**src/rtl/mem_stage_pkg.sv**
```systemverilog
// Shared definitions for the memory pipeline stage: widths, FSM encoding,
// the MEM/WB control bundle and small address helpers.
package mem_stage_pkg;

  localparam int REG_W   = 5;
  localparam int WORD_W  = 32;
  localparam int TIMEOUT = 15;

  // The cycle counter holds completed ACCESS cycles, so the last permitted
  // cycle of an access is the one where the count equals TIMEOUT-1.
  localparam logic [3:0] TIMEOUT_LAST = 4'(TIMEOUT - 1);

  typedef enum logic [0:0] {
    ST_IDLE   = 1'b0,
    ST_ACCESS = 1'b1
  } memState_e;

  // Plain constants mirror the enum for the legacy-style state register.
  localparam logic [0:0] IDLE   = ST_IDLE;
  localparam logic [0:0] ACCESS = ST_ACCESS;

  // Control bits of the MEM/WB register; these are refreshed every cycle.
  typedef struct packed {
    logic valid;
    logic regW;
    logic excMisalign;
    logic busErr;
  } wbCtrl_t;

  // Word accesses need the two low address bits clear.
  function automatic logic isAligned(input logic [1:0] addrLow);
    return (addrLow == 2'b00);
  endfunction

endpackage

```
**src/rtl/mem_access_unit_memwb_reg.sv**
```systemverilog
// MEM/WB pipeline register. Control bits follow their inputs every cycle so
// bubbles and one-cycle exception pulses need no extra logic; the payload
// (destination and data) only changes when a result is actually loaded.
module memwb_reg
  import mem_stage_pkg::*;
(
  input  logic              clk,
  input  logic              rst,
  input  logic              ld,
  input  wbCtrl_t           ctrlIn,
  input  logic [REG_W-1:0]  desIn,
  input  logic [WORD_W-1:0] dataIn,
  output wbCtrl_t           ctrlOut,
  output logic [REG_W-1:0]  desOut,
  output logic [WORD_W-1:0] dataOut
);

  // Register the writeback bundle; async clear wipes every field.
  always_ff @(posedge clk or negedge rst) begin
    if (!rst) begin
      ctrlOut <= '{valid: 1'b0, regW: 1'b0, excMisalign: 1'b0, busErr: 1'b0};
      desOut  <= {REG_W{1'b0}};
      dataOut <= {WORD_W{1'b0}};
    end else begin
      ctrlOut <= ctrlIn;
      if (ld) begin
        desOut  <= desIn;
        dataOut <= dataIn;
      end else begin
        desOut  <= desOut;
        dataOut <= dataOut;
      end
    end
  end

endmodule

```
**src/rtl/mem_access_unit.sv**
```systemverilog
// MEM stage: sequences data-memory accesses with a two-state FSM, stalls the
// upstream pipeline while waiting for acknowledge, flags misaligned accesses
// and bus timeouts, and feeds results into the MEM/WB register.
module mem_access_unit
  import mem_stage_pkg::*;
(
  input  logic              clk,
  input  logic              rst,
  input  logic [WORD_W-1:0] bpc_in,
  input  logic [REG_W-1:0]  gpr_des_in,
  input  logic [WORD_W-1:0] alu_out_in,
  input  logic [WORD_W-1:0] gpr_b_in,
  input  logic              zero_in,
  input  logic              pc_sel_in,
  input  logic              mem_r_in,
  input  logic              mem_w_in,
  input  logic              reg_w_in,
  input  logic              mem_to_r_in,
  output logic              dm_req,
  output logic              dm_we,
  output logic [WORD_W-1:0] dm_addr,
  output logic [WORD_W-1:0] dm_wdata,
  input  logic [WORD_W-1:0] dm_rdata,
  input  logic              dm_ack,
  output logic              stall,
  output logic              branch_take,
  output logic [WORD_W-1:0] branch_target,
  output logic              wb_valid,
  output logic              wb_reg_w,
  output logic [REG_W-1:0]  wb_des,
  output logic [WORD_W-1:0] wb_data,
  output logic              exc_misalign,
  output logic              bus_err
);

  logic [0:0]        state_r;
  logic [0:0]        nextState_s;
  logic [3:0]        cycleCnt_r;
  logic              memOp_s;
  logic              aligned_s;
  logic              dmReq_s;
  logic              dmWe_s;
  logic              stallRaw_s;
  logic              wbLoad_s;
  wbCtrl_t           wbCtrlNext_s;
  wbCtrl_t           wbCtrl_s;
  logic [REG_W-1:0]  wbDesNext_s;
  logic [WORD_W-1:0] wbDataNext_s;

  assign branch_take   = pc_sel_in & zero_in;
  assign branch_target = bpc_in;

  // Next-state, memory handshake, stall and writeback selection.
  always_comb begin
    memOp_s      = mem_r_in | mem_w_in;
    aligned_s    = isAligned(alu_out_in[1:0]);
    nextState_s  = state_r;
    dmReq_s      = 1'b0;
    dmWe_s       = 1'b0;
    dm_addr      = alu_out_in;
    dm_wdata     = gpr_b_in;
    stallRaw_s   = 1'b0;
    wbLoad_s     = 1'b0;
    wbCtrlNext_s = '{valid: 1'b0, regW: 1'b0, excMisalign: 1'b0, busErr: 1'b0};
    wbDesNext_s  = gpr_des_in;
    wbDataNext_s = alu_out_in;
    case (state_r)
      IDLE: begin
        if (memOp_s && aligned_s) begin
          // Hold the instruction and insert a bubble while the access starts.
          stallRaw_s  = 1'b1;
          nextState_s = ACCESS;
        end else if (memOp_s) begin
          wbLoad_s                 = 1'b1;
          wbCtrlNext_s.valid       = 1'b1;
          wbCtrlNext_s.excMisalign = 1'b1;
        end else begin
          wbLoad_s           = 1'b1;
          wbCtrlNext_s.valid = 1'b1;
          wbCtrlNext_s.regW  = reg_w_in;
        end
      end
      ACCESS: begin
        dmReq_s = 1'b1;
        dmWe_s  = mem_w_in;
        if (dm_ack) begin
          // Acknowledge wins even on the timeout cycle.
          wbLoad_s           = 1'b1;
          wbCtrlNext_s.valid = 1'b1;
          wbCtrlNext_s.regW  = reg_w_in;
          wbDataNext_s       = mem_to_r_in ? dm_rdata : alu_out_in;
          nextState_s        = IDLE;
        end else if (cycleCnt_r == TIMEOUT_LAST) begin
          wbLoad_s            = 1'b1;
          wbCtrlNext_s.valid  = 1'b1;
          wbCtrlNext_s.busErr = 1'b1;
          nextState_s         = IDLE;
        end else begin
          stallRaw_s = 1'b1;
        end
      end
      default: begin
        nextState_s = IDLE;
      end
    endcase
  end

  // Reset gates the handshake and stall immediately, not just at the next edge.
  assign dm_req = dmReq_s & rst;
  assign dm_we  = dmWe_s & rst;
  assign stall  = stallRaw_s & rst;

  // FSM state register.
  always_ff @(posedge clk or negedge rst) begin
    if (!rst) begin
      state_r <= IDLE;
    end else begin
      state_r <= nextState_s;
    end
  end

  // Count completed ACCESS cycles; IDLE keeps it cleared for the next entry.
  always_ff @(posedge clk or negedge rst) begin
    if (!rst) begin
      cycleCnt_r <= 4'd0;
    end else if (state_r == ACCESS) begin
      cycleCnt_r <= cycleCnt_r + 4'd1;
    end else begin
      cycleCnt_r <= 4'd0;
    end
  end

  memwb_reg uMemwbReg (
    .clk     (clk),
    .rst     (rst),
    .ld      (wbLoad_s),
    .ctrlIn  (wbCtrlNext_s),
    .desIn   (wbDesNext_s),
    .dataIn  (wbDataNext_s),
    .ctrlOut (wbCtrl_s),
    .desOut  (wb_des),
    .dataOut (wb_data)
  );

  assign wb_valid     = wbCtrl_s.valid;
  assign wb_reg_w     = wbCtrl_s.regW;
  assign exc_misalign = wbCtrl_s.excMisalign;
  assign bus_err      = wbCtrl_s.busErr;

endmodule

```
**config.mk**
```make
export PLATFORM = sky130hd
export DESIGN_NAME = mem_access_unit
export DESIGN_NICKNAME = d
export VERILOG_FILES = /design/src/rtl/mem_stage_pkg.sv /design/src/rtl/mem_access_unit_memwb_reg.sv /design/src/rtl/mem_access_unit.sv
export SDC_FILE = /design/constraint.sdc
export NUM_CORES = 1
export LEC_CHECK = 0
export ABC_AREA = 1
export BUFFER_PORTS_ARGS = -buffer_cell sky130_fd_sc_hd__buf_2
export CAP_MARGIN = 30
export CORE_AREA = 2 2 111 113
export DETAILED_ROUTE_END_ITERATION = 6
export DIE_AREA = 0 0 113 115
export PLACE_DENSITY_LB_ADDON = 0.12
export SLEW_MARGIN = 20
export SYNTH_ARGS = -nofsm -noshare
export SYNTH_HDL_FRONTEND = slang
export SYNTH_SLANG_ARGS = --single-unit
```
**constraint.sdc**
```tcl
create_clock -name clk -period 1.24 [get_ports clk]
set_input_delay 0.062 -clock clk [delete_from_list [all_inputs] [get_ports clk]]
set_output_delay 0.062 -clock clk [all_outputs]
set_load 0.05 [all_outputs]
```
==> results of run 1 <==
final cells by class:
| cell class | count | area, sq um |
|---|---|---|
| Fill cell | 1322 | 8080 |
| Clock buffer | 7 | 143 |
| Sequential cell | 46 | 1150 |
| Inverter | 8 | 35.0 |
| Multi-Input combinational cell | 233 | 1090 |
| Tap cell | 147 | 184 |
| Clock inverter | 1 | 5.00 |
| Timing Repair Buffer | 185 | 1120 |
stage by stage:
step | power (W) | std cells | area (sq um)
2_1_floorplan | 0.00380 | 410 | 3130
3_3_place_gp | 0.00378 | 611 | 3400
3_5_place_dp | 0.00378 | 611 | 3400
4_1_cts | 0.00525 | 627 | 3680
5_1_grt | 0.00551 | 627 | 3730
6_report | 0.00518 | 627 | 3730
power groups by stage:
stage,clock (W),combinational [W],sequential [W]
final,0.00134,0.00203,0.00180
after global routing,0.00149,0.00218,0.00183
after CTS,0.00142,0.00203,0.00181
after detailed placement,0,0.00195,0.00183
after global placement,0,0.00195,0.00183
after floorplan,0,0.00132,0.00249
layout by cell type (no fill, tap or decap):
master / netlist / routed
ha_2: 0 / 1
clkbuf_8: 0 / 1
clkbuf_1: 6 / 1
buf_8: 0 / 1
dfrtp_1: 46 / 45
nand3_2: 1 / 5
buf_2: 13 / 151
dfrtp_2: 0 / 1
clkinv_2: 0 / 1
nand2_1: 143 / 142
nand2_4: 0 / 1
dlygate4sd3_1: 0 / 2
nor2_1: 8 / 6
buf_16: 0 / 1
nor2_2: 0 / 1
clkbuf_16: 0 / 6
nand2_2: 2 / 2
a21oi_1: 1 / 1
buf_4: 101 / 22
inv_1: 7 / 6
ha_1: 2 / 1
nor3_1: 1 / 1
nor2_4: 1 / 2
nand4_1: 32 / 32
buf_12: 0 / 4
xor2_1: 1 / 1
buf_6: 3 / 3
inv_4: 1 / 2
o21ai_0: 1 / 1
nand3_1: 40 / 36
logic make-up after synthesis:
group / after synthesis
adder cells (fa/ha/maj): 2
AND/OR/NAND/NOR: 228
XOR/XNOR: 1
buffers and inverters: 131
flip-flops: 46
AO/OA/AOI/OAI: 2
cell usage after synthesis (all sizes together):
cell type / n / share of area, %
a21oi: 1 / 0.16
buf: 117 / 28
clkbuf: 6 / 0.72
dfrtp: 46 / 37
ha: 2 / 0.80
inv: 8 / 1.0
nand2: 145 / 18
nand3: 41 / 6.8
nand4: 32 / 6.4
nor2: 9 / 1.3
nor3: 1 / 0.16
o21ai: 1 / 0.16
xor2: 1 / 0.28
per-layer routing:
metal	vias to the layer above	routed length (microns)
met5	-	0
met4	0	158
met3	30	770
met2	134	4120
met1	1208	3990
li1	1354	-
worst reg2reg max path, cell delays in order, from the launching register on:
cell	delay [ps]
dfrtp_1	370
inv_1	60
ha_2	160
nand3_2	70
nand2_2	110
buf_4	210
clkbuf_16	190
nand3_1	80
nand2_1	80
flip-flops by register name, summed over array words and instances (netlist names):
| signal | cells |
|---|---|
| cycleCnt_r | 4 |
| uMemwbReg.dataOut | 32 |
| uMemwbReg.ctrlOut | 4 |
| state_r | 1 |
| uMemwbReg.desOut | 5 |
repair_timing:
| item | in CTS | in global routing |
|---|---|---|
| endpoints found under the setup margin | 40 | 42 |
| resized for setup | 15 | 10 |
| hold endpoints to repair | 47 | 0 |
| setup buffers | 5 | 0 |
| pin swaps | 3 | 3 |
| cloned | 1 | 1 |
| hold buffers | 2 | 0 |
final timing paths:
path,endpoint,slack (ps),start
worst max register to register,uMemwbReg.dataOut[23]$_DFFE_PN0P_,-130,cycleCnt_r[0]$_DFF_PN0_
worst min register to register,uMemwbReg.dataOut[24]$_DFFE_PN0P_,470,uMemwbReg.dataOut[24]$_DFFE_PN0P_
worst max-delay path,stall,-170,cycleCnt_r[0]$_DFF_PN0_
max in group asynchronous,uMemwbReg.dataOut[22]$_DFFE_PN0P_,500,rst
min in group asynchronous,uMemwbReg.ctrlOut[2]$_DFF_PN0_,430,rst
worst min-delay path,uMemwbReg.desOut[2]$_DFFE_PN0P_,10,gpr_des_in[2]
==> flow_summary_export.csv, run 1 <==
group,metric,value,unit
grt,grt_pass1_vias,2751,
clocking,h-tree-depth,2,
critical_path,crit_buf_inv,3,
critical_path,crit_fanout,2,
hold_path,holdPathStages,3,
die,start_util,26.4,%
grt,grt_use_met1,17.0,%
placement,place_ws,-33.8,ps
grt,use_met3,3.80,%
grt,track_usage,13.8,%
power_and_ir_drop,p_int,0.00305,W
synth,synth_adder_area_share,0.804,%
critical_path,worstSetupStartpointType,"flip-flop",
sta,fin_crit_sh,113,%
sta,timing.fmax,711,MHz
die,pin_count,283,
detailed_routing,ant_nets,0,
clocking,cts_tree,"yes",
detailed_routing,drt_iter0_drc,124,
detailed_routing,num_vias,2726,
grt,grt-busiest-layer,"met2",
critical_path,cp_cell_sequence,"inv_1 -> ha_2 -> nand3_2 -> nand2_2 -> nand2_4 -> inv_4 -> nor2_4 -> buf_8",
clocking,cts_buffer_depth,2,
synth,synthMuxAreaShare,0,%
synth,synth-simple-area-share,32.3,%
sta,timing.hold.ws,12.9,ps
placement,hpwl,6.61,mm
cells_and_area,syn2layout_area_growth,19.9,%
critical_path,cpLargestDelayFamily,"flip-flops",
detailed_routing,viasPerCell,4.35,
critical_path,reg2regPathDepth,8,
power_and_ir_drop,worst_ir_drop_vdd,0.497,mV
status,status,"finished with violations",
sta,fin_tns_setup,-4360,ps
critical_path,crit_path_max_incr_delay,370,ps
grt,grt_max_degree,27,
sta,slew_violations,0,
critical_path,cp.arrival,1340,ps
critical_path,worstSetupPathType,"flip-flop to primary output",
detailed_routing,wl,9.05,mm
die,die_w,113,microns
power_and_ir_drop,p_clk_share,25.9,%
hold_path,hold_class,"input port to flip-flop",
synth,synth_nets,554,
cells_and_area,n_antenna_cell,0,
power_and_ir_drop,power_density,1390,mW/mm^2
grt,antenna_found_initial,0,
sta,grt_setup_unrepaired,"yes",
die,rows,40,
power_and_ir_drop,power_leakage,2.14,nW
synth,synthCells,410,
synth,avgSynthCellArea,7.59,sq um
power_and_ir_drop,switchingPower,0.00213,W
grt,grt_pass1_wl,14.1,mm
clocking,clk_latency,280,ps
synth,ys_seq_area_share,37.0,%
grt,gr-total-overflow,0,
die,die_y,115,microns
sta,max_slew_margin,76.6,%
job,drv_cap,0,
synth,synth_xor_area_share,0.281,%
critical_path,end_kind,"primary output",
clocking,path_clk_slew,60,ps
die,design.die.area,0.0130,sq mm
power_and_ir_drop,comb_power_share,39.2,%
sta,tightest_slew,351,ps
clocking,cts-root-buf,"clkbuf_16",
synth,synth.distinct_cells,19,
synth,synth_compound_gate_area_share,0.322,%
synth,synth_top_family_by_area,"simple AND/OR/NAND/NOR gates",
clocking,clock_sinks,46,
grt,grt_use_met2,23.2,%
detailed_routing,drc,18,
synth,synth_area,0.00311,sq mm
critical_path,cp.required,1180,ps
critical_path,path_depth,8,
sta,period_needed,1410,ps
detailed_routing,wl_per_cell,14.4,microns
sta,setup-violations-final,39,
synth,ys_warn_count,0,
synth,ys_seq_elements,46,
cells_and_area,nNetsFinal,623,
sta,timing.final.ws_setup,-167,ps
power_and_ir_drop,p_sw_share,41.1,%
placement,port_buffers,154,
power_and_ir_drop,power_frac_seq,34.8,%
die,core,0.0118,sq mm
detailed_routing,firstDrtPassIters,7,
status,failed_checks,"DRC, setup timing",
sta,finalHoldViolations,0,
critical_path,cp_slowest_cell,"dfrtp_1",
cells_and_area,final_util,31.6,%
cells_and_area,drive_gt1_share,42.7,%
sta,clock_skew,3.52,ps
placement,place_congestion,0.751,
clocking,numCtsBuffers,5,
Power figures use the tool's default switching activity.
==> inputs of run 2 (changes only) <==
ABC_AREA = 0   (was 1)
SYNTH_HIERARCHICAL = 1   (was default)
==> run 2 against run 1 <==
The flow still finishes with violations (DRC, setup timing); first-iteration DRC count shrank 55%; synthesized area fell by 1.0%; count of clock-buffer cells in the layout unchanged; final area shrank 1.9%; sequential share of layout area rose by 0.59 points; via count fell by 30%; maximum frequency shrank 12%; synthesized cell count is 40% lower; clock power increased by 17%; worst hold slack lost 0.77 ps; critical path type is now flip-flop to flip-flop; critical endpoint is now uMemwbReg/dataOut[3]$_DFFE_PN0P_; largest cell class unchanged; largest power group unchanged; highest routed layer unchanged.
==> flow_summary_export.csv, run 2 <==
group,metric,value,unit
power_and_ir_drop,worst_ir_drop_vdd,0.517,mV
critical_path,crit_start,"cycleCnt_r[0]$_DFF_PN0_",
clocking,cts_tree,"yes",
synth,synth.top_cells.by_count,"96 x buf_4, 46 x dfrtp_1, 37 x mux2_2",
synth,avgSynthCellArea,12.6,sq um
critical_path,regToRegStartpoint,"cycleCnt_r[0]$_DFF_PN0_",
power_and_ir_drop,power_density,1440,mW/mm^2
detailed_routing,wl_per_cell,14.2,microns
synth,synth_top_area_share,37.4,%
synth,ys_seq_elements,46,
critical_path,worstSetupStartpointType,"flip-flop",
sta,fin_crit_sh,129,%
clocking,path_clk_slew,70,ps
clocking,cts_setup_buffers,0,
synth,yosys_most_used_dff,"dfrtp_1",
synth,synth_nets,389,
synth,synth.distinct_cells,23,
die,start_util,26.1,%
die,die_y,115,microns
critical_path,cp.arrival,1770,ps
sta,timing.final.ws_setup,-364,ps
die,rows,40,
die,design.die.area,0.0130,sq mm
hold_path,hold_class,"input port to flip-flop",
synth,synth_edf_count,0,
critical_path,end_kind,"flip-flop",
clocking,cts-root-buf,"clkbuf_16",
placement,hpwl,5.03,mm
clocking,clock_sinks,46,
status,status,"finished with violations",
cells_and_area,largest_reg_flops,32,
grt,grt_pass1_vias,1886,
detailed_routing,drc,20,
critical_path,crit_fanout,21,
synth,ys_async_sr_fraction,100,%
placement,postPlaceCellArea,0.00341,sq mm
grt,track_usage,9.53,%
placement,place_ws,-377,ps
detailed_routing,drt_iter0_drc,56,
die,die_w,113,microns
cells_and_area,final_common_cell,"buf_2",
grt,grt_max_degree,28,
die,core,0.0118,sq mm
clocking,clk_latency,280,ps
cells_and_area,regMostFlops,"uMemwbReg/dataOut",
cells_and_area,drive_gt1_share,79.0,%
sta,slew_violations,0,
status,failed_checks,"DRC, setup timing",
cells_and_area,final_area,0.00366,sq mm
sta,max_slew_margin,78.7,%
detailed_routing,num_vias,1900,
cells_and_area,syn2layout_area_growth,18.8,%
cells_and_area,layout_common_cells,"152 x buf_2, 45 x dfrtp_1, 37 x mux2_2",
sta,tightest_slew,319,ps
clocking,h-tree-depth,2,
placement,port_buffers,154,
detailed_routing,viasPerCell,4.03,
detailed_routing,ant_nets,0,
clocking,cts_buffer_depth,2,
sta,finalHoldViolations,0,
synth,synth_area_leaders,"dfrtp_1 37%, buf_4 23%, mux2_4 16%",
critical_path,cp.required,1410,ps
placement,place_congestion,0.696,
cells_and_area,reg_top3,"uMemwbReg/dataOut (32), uMemwbReg/desOut (5)",
grt,grt_pass1_wl,9.65,mm
sta,clock_skew,7.46,ps
power_and_ir_drop,power_leakage,1.93,nW
synth,netlist.top_cell.by_area,"dfrtp_1",
synth,ys_warn_count,6,
cells_and_area,n_antenna_cell,0,
sta,setup-violations-final,39,
cells_and_area,nFillCells,1208,
sta,timing.fmax,623,MHz
grt,antenna_found_initial,0,
sta,period_needed,1600,ps
synth,synth.most_common_cell,"buf_4",
synth,ys_seq_area_share,37.4,%
clocking,numCtsBuffers,5,
critical_path,worstSetupPathType,"flip-flop to flip-flop",
hold_path,worstHoldStart,"reg_w_in",
cells_and_area,nNetsFinal,467,
synth,synthCells,245,
synth,synth_area,0.00308,sq mm
detailed_routing,wl,6.70,mm
grt,gr-total-overflow,0,
job,drv_cap,0,
sta,grt_setup_unrepaired,"yes",
detailed_routing,firstDrtPassIters,7,
die,pin_count,283,
[run 2: final cells by class]
| cell class | instances | area (sq um) | share of cell area (%) |
|---|---|---|---|
| Sequential cell | 46 | 1150 | 31.5 |
| Multi-Input combinational cell | 94 | 1130 | 30.8 |
| Timing Repair Buffer | 174 | 1020 | 27.8 |
| Tap cell | 147 | 184 | 5.02 |
| Clock buffer | 7 | 143 | 3.90 |
| Clock inverter | 1 | 30.0 | 0.820 |
| Inverter | 2 | 7.51 | 0.205 |
[run 2: cells by family (layout without fill, tap and decap cells)]
kind of cell               count (synthesis)  after routing  synth area share, %
xor gates and xnor gates                   1              1                0.284
buffers and inverters                    105            184                 27.3
and+or+nand+nor                           17             17                 3.69
muxes                                     70             70                 29.4
DFF                                       46             46                 37.4
adders and majority gates                  2              2                0.812
AOI/OAI and AO/OA                          4              4                 1.14
[run 2: critical path, stage by stage, from the launching register on]
cell	delay [ps]
dfrtp_1	370
inv_1	50
ha_1	130
and3_4	170
o32a_2	200
buf_12	200
mux2_2	350
[run 2: worst paths after layout]
check,to,slack [ps],cells past startpoint
max,uMemwbReg/dataOut[3]$_DFFE_PN0P_,-360,6
min,uMemwbReg/ctrlOut[2]$_DFF_PN0_,10,2
max reg2reg,uMemwbReg/dataOut[3]$_DFFE_PN0P_,-360,6
min reg2reg,uMemwbReg/dataOut[11]$_DFFE_PN0P_,500,1
max in group asynchronous,uMemwbReg/dataOut[25]$_DFFE_PN0P_,810,3
min in group asynchronous,state_r$_DFF_PN0_,90,3
[run 2: routing by layer]
metal  track usage [%]  part of all wire, %  vias to the layer above
met1              10.8                   41                      870
met5                 0                    0                        -
li1                  -                    -                      887
met3              3.11                  9.9                       19
met2              16.5                   47                      124
met4              4.15                  2.2                        0
[run 2: timing repair]
| action | CTS | global route |
|---|---|---|
| pin swaps | 0 | 0 |
| cloned | 0 | 1 |
| endpoints found under the setup margin | 40 | 41 |
| endpoints found under the hold margin | 46 | 0 |
| hold buffers | 1 | 0 |
| resized for setup | 4 | 5 |
[run 2: power breakdown]
part / internal [W] / switching [W]
logic: 0.000682 / 0.00125
registers: 0.00169 / 0.0000929
clock network: 0.00101 / 0.000561
total: 0.00338 / 0.00190
[run 2: metrics by stage]
| stage | setup TNS (ps) | power [W] | hold slack (ps) | utilization, % | cells |
|---|---|---|---|---|---|
| floorplan | -14470 | 0.00383 | -234 | - | 245 |
| global placement | -12130 | 0.00373 | 104 | 28.9 | 461 |
| detailed placement | -12710 | 0.00373 | 106 | 28.9 | 461 |
| CTS | -14060 | 0.00536 | 4.57 | 30.6 | 470 |
| global route | -15030 | 0.00555 | 2.58 | 31.0 | 471 |
| finish | -13250 | 0.00528 | 12.1 | 31.0 | 471 |
